File: config.mk
export PLATFORM = sky130hd
export DESIGN_NAME = ifu_prefetch
export DESIGN_NICKNAME = d
export VERILOG_FILES = /design/src/rtl/ifu_prefetch.sv
export SDC_FILE = /design/constraint.sdc
export NUM_CORES = 1
export LEC_CHECK = 0
export CORE_UTILIZATION = 40
export DETAILED_ROUTE_END_ITERATION = 12
export PLACE_DENSITY = 0.67
export SYNTH_ARGS = -nofsm -noshare
export SYNTH_HDL_FRONTEND = slang
export SYNTH_SLANG_ARGS = --single-unit
File: constraint.sdc
create_clock -name clk -period 5.25 [get_ports clk]
set_input_delay 1.05 -clock clk [delete_from_list [all_inputs] [get_ports clk]]
set_output_delay 1.05 -clock clk [all_outputs]
set_load 0.01 [all_outputs]
File: src/rtl/ifu_prefetch.sv
// ---------------------------------------------------------------------------
// ifu_prefetch
//
// Instruction fetch unit with a prefetch FIFO. It fetches sequential
// instructions over a valid/ready memory interface with at most one request
// in flight. Fetched words are buffered together with their PCs in a
// DEPTH-entry FIFO and handed to the IDU over a valid/ready handshake.
// A redirect from the EXU flushes the FIFO and discards any stale response.
//
// Ports:
//   clk         clock, all state updates on posedge
//   rst         synchronous active-low reset
//   jump_en     redirect request from EXU
//   jump_addr   redirect target
//   req_valid   fetch request valid
//   req_ready   memory accepts request
//   req_addr    fetch address
//   resp_valid  memory response valid (always accepted)
//   resp_data   fetched instruction
//   inst_valid  FIFO head valid toward IDU
//   inst_ready  IDU accepts head
//   inst_o      head instruction
//   PCout       head PC
//   inst_fault  head entry is a misalignment fault
//
// Optional feature macro: IFU_MISALIGN_CHECK_EN
//   When defined, a redirect to an address not aligned to PC_STEP issues no
//   fetch; it queues a single fault entry {inst=0, PC=jump_addr, fault=1} and
//   fetch stalls until the next redirect. When undefined, inst_fault is 0.
// ---------------------------------------------------------------------------
module ifu_prefetch #(
    parameter int                ADDR_W   = 32,
    parameter int                INST_W   = 32,
    parameter logic [ADDR_W-1:0] RESET_PC = 32'h8000_0000,
    parameter int                DEPTH    = 4,
    parameter int                PC_STEP  = 4
) (
    input  logic              clk,
    input  logic              rst,
    input  logic              jump_en,
    input  logic [ADDR_W-1:0] jump_addr,
    output logic              req_valid,
    input  logic              req_ready,
    output logic [ADDR_W-1:0] req_addr,
    input  logic              resp_valid,
    input  logic [INST_W-1:0] resp_data,
    output logic              inst_valid,
    input  logic              inst_ready,
    output logic [INST_W-1:0] inst_o,
    output logic [ADDR_W-1:0] PCout,
    output logic              inst_fault
);

    localparam int                PTR_W   = $clog2(DEPTH);
    localparam int                CNT_W   = PTR_W + 1;
    localparam logic [CNT_W-1:0]  DEPTH_C = CNT_W'(DEPTH);
    localparam logic [ADDR_W-1:0] STEP_C  = ADDR_W'(PC_STEP);

    typedef enum logic [1:0] {
        IDLE,
        REQ,
        WAIT
    } state_t;

    state_t            state;
    state_t            state_nxt;
    logic [ADDR_W-1:0] fetch_pc;
    logic [ADDR_W-1:0] req_pc;
    logic [CNT_W-1:0]  count;
    logic [CNT_W-1:0]  cnt_after;
    logic [PTR_W-1:0]  wr_ptr;
    logic [PTR_W-1:0]  rd_ptr;
    logic              drop;
    logic              resp_live;
    logic              enq;
    logic              deq;
    logic              issue;
    logic              jump_misaligned;
    logic              stalled;

    logic [INST_W-1:0] inst_mem [DEPTH];
    logic [ADDR_W-1:0] pc_mem   [DEPTH];

`ifdef IFU_MISALIGN_CHECK_EN
    logic              halt;
    logic              fault_mem [DEPTH];

    assign jump_misaligned = (jump_addr % STEP_C) != '0;
    assign stalled         = halt;
    assign inst_fault      = inst_valid && fault_mem[rd_ptr];
`else
    assign jump_misaligned = 1'b0;
    assign stalled         = 1'b0;
    assign inst_fault      = 1'b0;
`endif

    assign inst_valid = (count != '0);
    assign inst_o     = inst_mem[rd_ptr];
    assign PCout      = pc_mem[rd_ptr];

    // Fetch control. A new request is launched straight out of IDLE, or in the
    // same cycle a response lands in WAIT, so a 1-cycle memory sustains one
    // instruction per cycle. Launching is suppressed during a redirect because
    // fetch_pc is still the stale sequential address in that cycle; the
    // redirect target is fetched from IDLE next cycle. A request already
    // presented in REQ is never retracted and always uses the captured req_pc.
    always_comb begin
        state_nxt = state;
        deq       = inst_valid && inst_ready;
        resp_live = (state == WAIT) && resp_valid;
        enq       = resp_live && !drop && !jump_en;
        cnt_after = count + CNT_W'(enq) - CNT_W'(deq);
        issue     = rst && !jump_en && !stalled &&
                    (((state == IDLE) && (count < DEPTH_C)) ||
                     (resp_live && (cnt_after < DEPTH_C)));
        req_valid = (state == REQ) || issue;
        req_addr  = (state == REQ) ? req_pc : fetch_pc;

        case (state)
            IDLE: begin
                if (issue) begin
                    state_nxt = req_ready ? WAIT : REQ;
                end
            end
            REQ: begin
                if (req_ready) begin
                    state_nxt = WAIT;
                end
            end
            WAIT: begin
                if (resp_valid) begin
                    if (issue) begin
                        state_nxt = req_ready ? WAIT : REQ;
                    end else begin
                        state_nxt = IDLE;
                    end
                end
            end
            default: state_nxt = IDLE;
        endcase
    end

    // State, PC and FIFO bookkeeping. fetch_pc advances when a request is
    // launched, so it always names the next address to fetch; this lets a
    // redirect overwrite it freely while an older request is still pending.
    // Any response arriving in WAIT consumes the drop flag, so at most one
    // response is ever discarded per redirect burst.
    always_ff @(posedge clk) begin
        if (!rst) begin
            state    <= IDLE;
            fetch_pc <= RESET_PC;
            req_pc   <= '0;
            count    <= '0;
            wr_ptr   <= '0;
            rd_ptr   <= '0;
            drop     <= 1'b0;
        end else begin
            state <= state_nxt;

            if (issue) begin
                req_pc <= fetch_pc;
            end

            if (jump_en) begin
                fetch_pc <= jump_addr;
            end else if (issue) begin
                fetch_pc <= fetch_pc + STEP_C;
            end

            if (resp_live) begin
                drop <= 1'b0;
            end else if (jump_en && ((state == REQ) || (state == WAIT))) begin
                drop <= 1'b1;
            end

            if (jump_en) begin
                rd_ptr <= '0;
                wr_ptr <= jump_misaligned ? PTR_W'(1) : '0;
                count  <= jump_misaligned ? CNT_W'(1) : '0;
            end else begin
                if (enq) begin
                    wr_ptr <= wr_ptr + PTR_W'(1);
                end
                if (deq) begin
                    rd_ptr <= rd_ptr + PTR_W'(1);
                end
                count <= cnt_after;
            end
        end
    end

`ifdef IFU_MISALIGN_CHECK_EN
    // Fetch stall after a misaligned redirect; only another redirect lifts it.
    always_ff @(posedge clk) begin
        if (!rst) begin
            halt <= 1'b0;
        end else if (jump_en) begin
            halt <= jump_misaligned;
        end
    end
`endif

    // FIFO storage. A misaligned redirect lands its fault entry in slot 0,
    // matching the pointer reset done by the flush in the same cycle.
    always_ff @(posedge clk) begin
        if (rst) begin
            if (jump_en && jump_misaligned) begin
                inst_mem[0]  <= '0;
                pc_mem[0]    <= jump_addr;
`ifdef IFU_MISALIGN_CHECK_EN
                fault_mem[0] <= 1'b1;
`endif
            end else if (enq) begin
                inst_mem[wr_ptr]  <= resp_data;
                pc_mem[wr_ptr]    <= req_pc;
`ifdef IFU_MISALIGN_CHECK_EN
                fault_mem[wr_ptr] <= 1'b0;
`endif
            end
        end
    end

endmodule

=== Word level (Yosys, flattened, before mapping) ===
Memory sizes are Yosys's and may differ from the RTL's. A register that Yosys moved wholly into a read port is not among the register bits.
Cells that the tools add are included.

* Register bits: 74
* Bits in writable memories: 256
* Bits of input ports: 70
* Word-level logic and storage cells: 58
* Memories: 2

* Add/subtract/negate cells: 5
* Magnitude comparators: 2
* Equality and inequality tests: 5
* Mux-type cells: 16
* Bitwise logic cells: 1
* Reduce and logical (&&, ||, !) cells: 20

{| class="wikitable"
|+ Memories
! memory !! depth !! bits a word !! read ports !! clocked after memory_dff !! wr ports !! line !! source
|-
| inst_mem || 4 || 32 || 1 || 1 || 1 || 81 || <nowiki>logic [INST_W-1:0] inst_mem [DEPTH];</nowiki>
|-
| pc_mem || 4 || 32 || 1 || 1 || 1 || 82 || <nowiki>logic [ADDR_W-1:0] pc_mem [DEPTH];</nowiki>
|}

{| class="wikitable"
|+ Operator list
! cell !! count
|-
| two-way mux 32 bit || 3
|-
| adder 32 x 3 -> 32 bit (second input constant) || 1
|-
| two-way mux 2 bit || 9
|-
| logical AND 1 bit || 9
|-
| less-than comparator 3 bit (second input constant) || 2
|-
| != test 2 bit (second input constant) || 3
|-
| case mux 2 bit (3 select lines) || 1
|-
| adder 2 x 1 -> 2 bit (second input constant) || 2
|-
| OR reduction 2 bit || 2
|-
| adder 3 x 1 -> 3 bit || 1
|-
| logical OR 1 bit || 3
|-
| two-way mux 1 bit || 3
|-
| AND reduction 3 bit || 1
|-
| nonzero test 3 bit || 1
|-
| subtractor 3 x 1 -> 3 bit || 1
|-
| equality test 2 x 1 -> 1 bit (second input constant) || 1
|-
| equality test 2 bit (second input constant) || 1
|-
| logical NOT 1 bit || 2
|-
| logical NOT 2 bit || 1
|-
| nonzero test 2 bit || 1
|-
| NOT 1 bit || 1
|}

=== Logic depth before layout (Yosys ltp) ===
Gate-level depths: netlist of the first run.

* Depth in word-level cells: 13
* Depth in mapped cells: 16

=== Worst setup path after synthesis of the first run ===
OpenSTA, ideal clock, no wires.

* Path kind: input-to-output
* From: input resp_valid
* To: output req_valid
* Arrival time: 3.783 ns
* Slack: 0.417 ns
* Cell stages on the path: 12
* Buffers on the path: 1
* Cell sequence: nand2_1 -> nor3_1 -> inv_1 -> ha_1 -> inv_1 -> ha_1 -> fa_1 -> xor3_2 -> a31oi_2 -> nor2_1 -> buf_2 -> or2_2

* Longest elaborated chain between the ends: 10

{| class="wikitable"
|+ RTL lines
! element !! line !! source
|-
| start, declared || 45 || <nowiki>input logic resp_valid,</nowiki>
|-
| logical AND 1 bit (*) || 110 || <nowiki>resp_live = (state == WAIT) && resp_valid;</nowiki>
|-
| logical AND 1 bit (2 in a row) || 111 || <nowiki>enq = resp_live && !drop && !jump_en;</nowiki>
|-
| adder 3 x 1 -> 3 bit || 112 || <nowiki>cnt_after = count + CNT_W'(enq) - CNT_W'(deq);</nowiki>
|-
| subtractor 3 x 1 -> 3 bit || 112 ||
|-
| less-than comparator 3 bit || 115 || <nowiki>(resp_live && (cnt_after < DEPTH_C)));</nowiki>
|-
| logical AND 1 bit (*) || 115 ||
|-
| logical OR 1 bit (*) || 114 || <nowiki>(((state == IDLE) && (count < DEPTH_C)) ||</nowiki>
|-
| logical AND 1 bit (*) || 113 || <nowiki>issue = rst && !jump_en && !stalled &&</nowiki>
|-
| logical OR 1 bit (*) || 116 || <nowiki>req_valid = (state == REQ) || issue;</nowiki>
|-
| end, declared || 42 || <nowiki>output logic req_valid,</nowiki>
|}

Every way passes the cells marked *; elsewhere a longest branch is shown, timed or not.

=== Worst setup path in the final report of the first run ===
Ends and elaborated chain as after synthesis.

==> results of run 1 <==
[metrics by stage]
stage / hold slack [ns] / setup slack (ns) / utilization / total power [mW] / TNS (ns)
after floorplan: 0.442 / 0.417 / - / 3.25 / 0
after global placement: 0.464 / -0.104 / 0.473 / 3.48 / -0.104
after detailed placement: 0.469 / -0.171 / 0.473 / 3.49 / -0.171
after CTS: 0.485 / 0.0832 / 0.510 / 6.01 / 0
after global routing: 0.506 / 0.264 / 0.510 / 6.17 / 0
final: 0.484 / 0.386 / 0.510 / 5.95 / 0
[what timing repair did]
action                     CTS  global route
setup endpoints to repair    1             1
pin swaps                    1             0
cloned                       0             0
gates resized for setup      2             1
[Yosys cell counts, types with 5 or more instances]
master	instances
edfxtp_1	256
ha_1	11
clkbuf_1	29
mux2_2	33
nor2_1	20
o21ai_0	59
xor2_1	12
nand3_1	11
dfxtp_1	76
nand4_1	8
a21oi_1	18
and3_1	8
and2_1	5
mux4_2	64
nor3_1	13
inv_1	9
buf_2	13
nand2_1	82
xnor2_1	13
nor2b_1	9
[logic make-up after synthesis]
logic type	share of synthesized area
DFF	0.696
and+or+nand+nor	0.0710
muxes	0.141
xor gates and xnor gates	0.0184
other	0.000283
buffers and inverters	0.0183
AOI/OAI and AO/OA	0.0436
adders and majority gates	0.0119
[worst max-delay path, stage by stage]
cell and delay (ns):
clkdlybuf4s50_1 0.48, nand2_1 0.10, nor3_2 0.17, inv_1 0.07, ha_1 0.28, inv_1 0.04, ha_1 0.18, fa_1 0.41
xor3_2 0.28, a31oi_4 0.23, nor2_4 0.08, or2_2 0.27, dlymetal6s2s_1 0.17
[state kept, by name, summed over array words and instances, names as in the netlist, named ones only]
name,count
inst_mem,128
pc_mem,128
fetch_pc,32
req_pc,32
count,3
rd_ptr,2
state,2
wr_ptr,2
drop,1
[layout make-up]
class | count | area, µm²
Clock buffer | 46 | 981
Clock inverter | 19 | 199
Fill cell | 2763 | 15900
Inverter | 10 | 37.5
Multi-Input combinational cell | 420 | 3830
Sequential cell | 332 | 9220
Tap cell | 442 | 553
Timing Repair Buffer | 179 | 1770
[power groups by stage]
stage                     combinational (mW)  clock (mW)  sequential [mW]
final                                  0.475        2.52             2.96
after global routing                   0.517        2.69             2.97
after CTS                              0.482        2.57             2.96
after detailed placement               0.476           0             3.01
after global placement                 0.473           0             3.01
after floorplan                        0.260           0             2.99
[final timing paths]
path	from	to	slack, ns	cells past startpoint
max	resp_valid	req_valid	0.39	13
min reg2reg	fetch_pc[1]$_SDFFE_PN0P_	req_pc[1]$_SDFFE_PN0P_	0.48	2
max reg2reg	state[0]$_SDFFE_PN0P_	req_pc[2]$_SDFFE_PN0P_	1.69	15
min	fetch_pc[1]$_SDFFE_PN0P_	req_pc[1]$_SDFFE_PN0P_	0.48	2
[per-layer routing]
layer,up-vias,global-route usage
li1,3474,-
met1,3689,0.231
met2,203,0.279
met3,43,0.0331
met4,0,0.0437
met5,-,0
==> flow_summary_export.csv, run 1 <==
group,metric,value,unit
cells_and_area,areaGrowthSynthToFinish,25.3,%
synth,synth-async-reset-ratio,0,
synth,ys_seq_elements,332,
route,dr_wl_met3,1.55,mm
timing,period_share,0.926,
pwr,power_frac_comb,0.080,
place,dp.cells,1383,
timing,hold_viol,0,
cts,clock_latency,0.51,ns
route,wl_per_cell,19.7,µm
timing,max_freq,206,MHz
synth,syn_nets,891,
cells_and_area,antennaDiodeCount,0,
place,io_buffers,167,
die,coreArea,0.0325,mm²
critical_path,criticalPathCategory,"in2out",
synth,ys_seq_area_frac,0.696,
pwr,p_switching,1.30,mW
cts,max-clock-path-buffers,3,
critical_path,endpoint_kind,"primary output",
pwr,vdd_drop_max,177,µV
die,die_w,184,µm
critical_path,critical_path_required,4.20,ns
cts,cts_tree,"yes",
global_routing,gr-usage-all-layers,0.170,
die,die_area,0.0338,mm²
route,dr.pass1.iters,4,
critical_path,crit_arrival,3.81,ns
status,status,"completed",
cts,path_clk_slew,0.06,ns
route,met1_length,12.7,mm
global_routing,grt-ovfl-total,0,
timing,rsz0062_at_grt,"no",
pwr,intPower,4.65,mW
synth,syn-cell-area,0.0132,mm²
route,drtIter0Drc,427,
pwr,p_seq_frac,0.497,
pwr,swShare,0.219,
timing,setup_viol,0,
flow_run,max_cap_viol_count,0,
cells_and_area,mostFrequentLayoutCell,"edfxtp_1",
cells_and_area,fin_cells,1448,
pwr,cellLeakagePower,5.39,nW
cells_and_area,drive_above_1_share,0.186,
synth,yosys.area.top_type,"edfxtp_1",
synth,synthFlopType,"edfxtp_1",
timing,fin_skew,0.0109,ns
route,routed_wl,28.6,mm
place,place.gp.congestion,0.785,
route,ant_nets,0,
timing,maxSlewViolCount,0,
critical_path,crit_path_max_fanout,2,
die,rows,66,
cts,cts_sinks,332,
route,top_layer_used,"met4",
hold_path,hp-class,"reg2reg",
place,post_dp_cell_area,0.0154,mm²
synth,synthTopCellsByArea,"edfxtp_1 (58%), dfxtp_1 (11%), mux4_2 (11%)",
route,viasPerCell,5.12,
route,wl_met2,13.8,mm
global_routing,grt_antenna_before_repair,0,
cts,cts_buffers,36,
timing,min_period,4.86,ns
place,place.detailed.hpwl,16.9,mm
die,dieHeight,184,µm
die,io_pins,169,
die,start_util,0.407,
synth,synthCells,809,
timing,relSlewSlack,0.280,
route,via_count,7409,
cells_and_area,final_cell_area,0.0166,mm²
global_routing,grt_max_degree,73,
critical_path,critPathLaunchType,"primary input",
cts,hold_buffers,0,
cells_and_area,mostFrequentLayoutCells,"edfxtp_1 (256), clkdlybuf4s50_1 (165), nand2_1 (82)",
synth,syn_avg_cell_area,16.4,µm²
cts,cts_root_buf,"clkbuf_16",
cells_and_area,finalNetCount,1061,
cts,htreeDepth,2,
cts,cts_setup_buffers,0,
pwr,clkPwrFrac,0.423,
synth,ys_warn_count,0,
pwr,cellPowerDensity,359,mW/mm²
global_routing,grt_pass1_wl,43.3,mm
global_routing,grt_pass1_vias,7431,
timing,worst_pin_slew,1.08,ns
route,drc_errors,0,
synth,synth.distinct_cells,61,
synth,synth_edf_count,256,
synth,synth_top_area_frac,0.581,
Note: power is estimated with default switching activity, not from simulation.
==> run 2: changes to the inputs <==
Settings changed: CORE_UTILIZATION 40 to 55, CTS_CLUSTER_DIAMETER set to 80, PLACE_DENSITY 0.67 to 0.85.
==> flow_summary_export.csv, run 2 (synthesis gave the netlist of run 1 again) <==
group,metric,value,unit
timing,period_share,0.956,
critical_path,cp_cell_sequence,"clkdlybuf4s50_1 > nand2_1 > nor3_2 > inv_1 > ha_1 > inv_1 > ha_1 > fa_1 > xor3_2 > a31oi_4 > nor2_4 > or2_2 > dlygate4sd2_1",
place,io_buffers,167,
cts,htreeDepth,2,
cts,cts_sinks,332,
die,dieHeight,157,µm
global_routing,grt_max_degree,73,
global_routing,grt-ovfl-total,0,
pwr,power_frac_comb,0.080,
cells_and_area,finalNetCount,1058,
cells_and_area,drive_above_1_share,0.185,
global_routing,grt_pass1_vias,7798,
cts,cts_tree,"yes",
place,place.gp.congestion,0.817,
pwr,clkPwrFrac,0.419,
timing,fin_skew,0.0143,ns
route,routed_wl,27.2,mm
route,drtIter0Drc,518,
pwr,cellPowerDensity,360,mW/mm²
place,place.detailed.hpwl,15.9,mm
critical_path,crit_path_max_fanout,2,
cts,hold_buffers,0,
cts,cts_buffers,34,
pwr,intPower,4.66,mW
route,viasPerCell,5.74,
die,die_area,0.0247,mm²
critical_path,crit_arrival,3.97,ns
pwr,p_seq_frac,0.500,
timing,worst_pin_slew,1.17,ns
cts,cts_root_buf,"clkbuf_16",
global_routing,gr-usage-all-layers,0.229,
die,rows,56,
pwr,vdd_drop_max,229,µV
pwr,cellLeakagePower,5.37,nW
critical_path,endpoint_kind,"primary output",
timing,rsz0062_at_grt,"no",
cells_and_area,mostFrequentLayoutCells,"edfxtp_1 (256), clkdlybuf4s50_1 (165), nand2_1 (82)",
route,dr.pass1.iters,5,
route,wl_per_cell,20.6,µm
global_routing,grt_antenna_before_repair,0,
cells_and_area,top_regs,"inst_mem: 128 flops, pc_mem: 128 flops",
timing,setup_viol,0,
die,die_w,157,µm
global_routing,grt_pass1_wl,42.1,mm
timing,maxSlewViolCount,0,
cells_and_area,areaGrowthSynthToFinish,24.0,%
die,io_pins,169,
pwr,total_power,5.91,mW
cts,clock_latency,0.50,ns
timing,relSlewSlack,0.218,
flow_run,max_cap_viol_count,0,
pwr,p_switching,1.25,mW
timing,min_period,5.02,ns
cells_and_area,final_cell_area,0.0164,mm²
cells_and_area,antennaDiodeCount,0,
route,drc_errors,0,
route,ant_nets,0,
place,post_dp_cell_area,0.0152,mm²
hold_path,hp-class,"reg2reg",
critical_path,slowest_stage,"clkdlybuf4s50_1",
timing,max_freq,199,MHz
route,via_count,7585,
die,start_util,0.562,
cells_and_area,mostFrequentLayoutCell,"edfxtp_1",
cts,path_clk_slew,0.06,ns
pwr,swShare,0.212,
timing,hold_viol,0,
critical_path,max_stage_delay,0.47,ns
status,status,"completed",
timing,tns,0,ns
critical_path,critPathLaunchType,"primary input",
die,coreArea,0.0235,mm²
cells_and_area,postLayoutCoreUtil,0.697,
critical_path,critical_path_required,4.20,ns
timing,fin_hold_ws,0.493,ns
critical_path,criticalPathCategory,"in2out",
cts,max-clock-path-buffers,3,
-- run 2: critical path, delay by kind of cell --
| kind | cells | cell delay, ns |
|---|---|---|
| AND/OR/NAND/NOR | 4 | 0.66 |
| buffers and inverters | 4 | 0.86 |
| AO/OA/AOI/OAI | 1 | 0.24 |
| XOR/XNOR | 1 | 0.28 |
| adder cells (fa/ha/maj) | 3 | 0.86 |
-- run 2: path summary, 6_finish.rpt --
kind | from | endpoint | slack (ns) | cells past startpoint
worst max-delay path | resp_valid | req_valid | 0.23 | 13
worst min-delay path | fetch_pc[0]$_SDFFE_PN0P_ | req_pc[0]$_SDFFE_PN0P_ | 0.49 | 2
worst max register to register | state[0]$_SDFFE_PN0P_ | req_pc[2]$_SDFFE_PN0P_ | 1.67 | 15
worst min register to register | fetch_pc[0]$_SDFFE_PN0P_ | req_pc[0]$_SDFFE_PN0P_ | 0.49 | 2
-- run 2: what timing repair did --
| item | CTS | global route |
|---|---|---|
| pin swaps | 0 | 2 |
| cloned | 0 | 0 |
| buffers inserted | 0 | 1 |
| setup endpoints to repair | 1 | 1 |
| resized for setup | 3 | 0 |
-- run 2: through the flow --
stage	worst slack [ns]	std cells
after floorplan	0.417	809
after global placement	-0.141	1258
after detailed placement	-0.169	1258
after CTS	0.128	1320
after global routing	0.0647	1321
final	0.232	1321
-- run 2: routing by layer --
layer  global-route usage  vias up  wire (µm)
li1                     -     3460          -
met1                0.298     3754      11100
met2                0.380      310      13300
met3               0.0454       61       1980
met4               0.0911        0        802
met5                    0        -          0
-- run 2: area by class of cell --
cell class	count	area, µm²
timing repair buffer	178	1760
sequential	332	9220
clock inverter	15	170
multi-input combinational	420	3830
fill	1536	7130
clock buffer	47	1000
tap	319	399
inverter	10	37.5
-- run 2: power by group through the flow --
stage          registers, mW  clock network (mW)  logic, mW
2_1_floorplan           2.99                   0      0.260
3_3_place_gp            3.01                   0      0.459
3_5_place_dp            3.01                   0      0.466
4_1_cts                 2.96                2.53      0.474
5_1_grt                 2.96                2.62      0.509
6_report                2.96                2.48      0.475
==> run 3: changes to the inputs <==
Settings changed: ABC_AREA set to 1, CAP_MARGIN set to 20, CORE_UTILIZATION 55 to 56, GPL_ROUTABILITY_DRIVEN set to 0, PLACE_DENSITY 0.85 to 0.86.
==> flow_summary_export.csv, run 3 <==
group,metric,value,unit
die,start_util,0.570,
timing,rsz0062_at_grt,"no",
cells_and_area,drive_above_1_share,0.0783,
route,via_count,10000,
hold_path,min_from,"rd_ptr[1]$_SDFFE_PP0P_",
pwr,vdd_drop_max,225,µV
critical_path,r2r-start,"state[0]$_SDFFE_PN0P_",
synth,ys_seq_elements,332,
route,dr.pass1.iters,5,
cells_and_area,mostFrequentLayoutCell,"edfxtp_1",
timing,max_freq,201,MHz
route,wl_per_cell,17.4,µm
synth,synth_top_area_frac,0.557,
die,die_area,0.0253,mm²
critical_path,critPathLaunchType,"primary input",
global_routing,grt_antenna_before_repair,0,
cts,hold_buffers,0,
die,coreArea,0.0242,mm²
place,place.detailed.hpwl,18.9,mm
cts,cts_tree,"yes",
place,post_dp_cell_area,0.0157,mm²
critical_path,endpoint_kind,"primary output",
hold_path,hold_path_depth,2,
synth,ys_seq_area_frac,0.667,
timing,min_period,4.99,ns
synth,syn-cell-area,0.0138,mm²
synth,syn_nets,1382,
flow_run,max_cap_viol_count,0,
route,drtIter0Drc,1014,
route,routed_wl,31.2,mm
critical_path,reg2reg_slack,1.42,ns
global_routing,grt-ovfl-total,0,
timing,maxSlewViolCount,0,
route,viasPerCell,5.59,
hold_path,hp-class,"reg2reg",
place,io_buffers,167,
status,status,"completed",
cts,cts_root_buf,"clkbuf_16",
cts,cts_setup_buffers,0,
timing,tns,0,ns
timing,worst_pin_slew,0.966,ns
die,die_w,159,µm
global_routing,gr-usage-all-layers,0.246,
critical_path,crit_path_max_fanout,5,
synth,synth_common_cells,"edfxtp_1 (256), nand2_1 (205), o21ai_0 (189)",
cells_and_area,top_regs,"inst_mem: 128 flops, pc_mem: 128 flops",
cts,cts_sinks,332,
global_routing,grt_max_degree,129,
cells_and_area,antennaDiodeCount,0,
synth,synth_edf_count,256,
die,io_pins,169,
synth,ys_warn_count,0,
global_routing,grt_pass1_vias,9724,
critical_path,critical_path_required,4.20,ns
timing,fin_skew,0.0227,ns
synth,synthFlopType,"edfxtp_1",
cells_and_area,finalNetCount,1528,
cells_and_area,mostFrequentLayoutCells,"edfxtp_1 (256), nand2_1 (205), o21ai_0 (189)",
timing,setup_viol,0,
synth,synth.distinct_cells,40,
cts,max-clock-path-buffers,3,
die,dieHeight,159,µm
pwr,cellLeakagePower,5.95,nW
timing,period_share,0.950,
critical_path,rr_worst_depth,20,
cts,htreeDepth,2,
critical_path,crit_arrival,3.94,ns
synth,synthTopCellsByArea,"edfxtp_1 (56%), dfxtp_1 (11%), o21ai_0 (6.8%)",
global_routing,grt_pass1_wl,49.3,mm
synth,yosys.area.top_type,"edfxtp_1",
cells_and_area,final_cell_area,0.0169,mm²
timing,relSlewSlack,0.356,
cts,path_clk_slew,0.06,ns
cells_and_area,areaGrowthSynthToFinish,22.2,%
route,drc_errors,0,
cts,cts_resized,0,
synth,synthCells,1300,
route,ant_nets,0,
cts,clock_latency,0.51,ns
cells_and_area,fillers,1678,
die,rows,57,
cts,cts_buffers,34,
critical_path,timing.rr.end,"fetch_pc[19]$_SDFFE_PN0P_",
pwr,cellPowerDensity,361,mW/mm²
synth,synth_most_common_cell,"edfxtp_1",
synth,syn_avg_cell_area,10.6,µm²
timing,hold_viol,0,
critical_path,criticalPathCategory,"in2out",
synth,synth-async-reset-ratio,0,
-- run 3: cell count changes in the layout (fill, tap and decap cells not counted), moves of 13 or more --
cell     previous run  this run
inv_1               9        71
o22ai_1             1        65
inv_2               0        15
o21ai_0            59       189
nor2_1             19       164
xnor2_1            13         0
mux4_2             64         0
mux2_2             33         0
nand3_1            11        66
nand2_1            82       205
o21ai_1             0        16
-- run 3: worst max path at each step --
stage / from / endpoint
after floorplan: jump_en / inst_mem[0][0]$_DFFE_PP_
after global placement: resp_valid / req_valid
after detailed placement: resp_valid / req_valid
after CTS: resp_valid / req_valid
after global routing: resp_valid / req_valid
final: resp_valid / req_valid
-- run 3: logic make-up (layout without fill, tap and decap cells) --
group | after synthesis | after routing | share of synthesized area
and+or+nand+nor | 480 | 480 | 0.149
DFF | 332 | 332 | 0.667
AOI/OAI and AO/OA | 306 | 306 | 0.119
buffers and inverters | 160 | 329 | 0.0477
adders and majority gates | 12 | 12 | 0.0114
xor gates and xnor gates | 9 | 9 | 0.00571
other | 1 | 1 | 0.000272
-- run 3: worst max-delay path, cell delays in order --
cell and delay, ns:
clkdlybuf4s50_1 0.49, nand2_1 0.07, nor3_1 0.24, inv_1 0.14, ha_1 0.30, inv_1 0.04, ha_1 0.18, fa_1 0.41
nand3b_1 0.22, nand3_2 0.11, nand2_4 0.07, nand2_8 0.05, nand2_1 0.06, clkdlybuf4s50_1 0.49
-- run 3: per-layer routing --
metal  routed length, µm  global-route usage  vias to the layer above
met1               13000               0.331                     4687
met3                2310              0.0370                       61
met2               15000               0.408                      438
li1                    -                   -                     4834
met5                   0                   0                        -
met4                 847              0.0896                        0
-- run 3: power by group --
group,internal [mW],switching [mW],leakage (nW)
clock,1.49,0.943,0.558
combinational,0.267,0.387,2.43
sequential,2.92,0.0833,2.96
total,4.68,1.41,5.95
-- run 3: cell type report --
type	count	area [µm²]	area share
Sequential cell	332	9210	0.546
Multi-Input combinational cell	808	3980	0.235
Timing Repair Buffer	181	1800	0.107
Clock buffer	41	918	0.0544
Tap cell	324	405	0.0240
Inverter	89	340	0.0202
Clock inverter	18	224	0.0133
-- run 3: per-stage QoR --
step | power, mW | std cells | util | hold slack (ns) | setup WS, ns
6_report | 6.09 | 1793 | 0.696 | 0.461 | 0.265
5_1_grt | 6.32 | 1793 | 0.696 | 0.501 | 0.0907
4_1_cts | 6.12 | 1792 | 0.695 | 0.465 | 0.289
3_5_place_dp | 3.70 | 1733 | 0.648 | 0.453 | 0.302
3_3_place_gp | 3.68 | 1733 | 0.648 | 0.446 | 0.406
2_1_floorplan | 3.41 | 1300 | - | 0.436 | 0.518
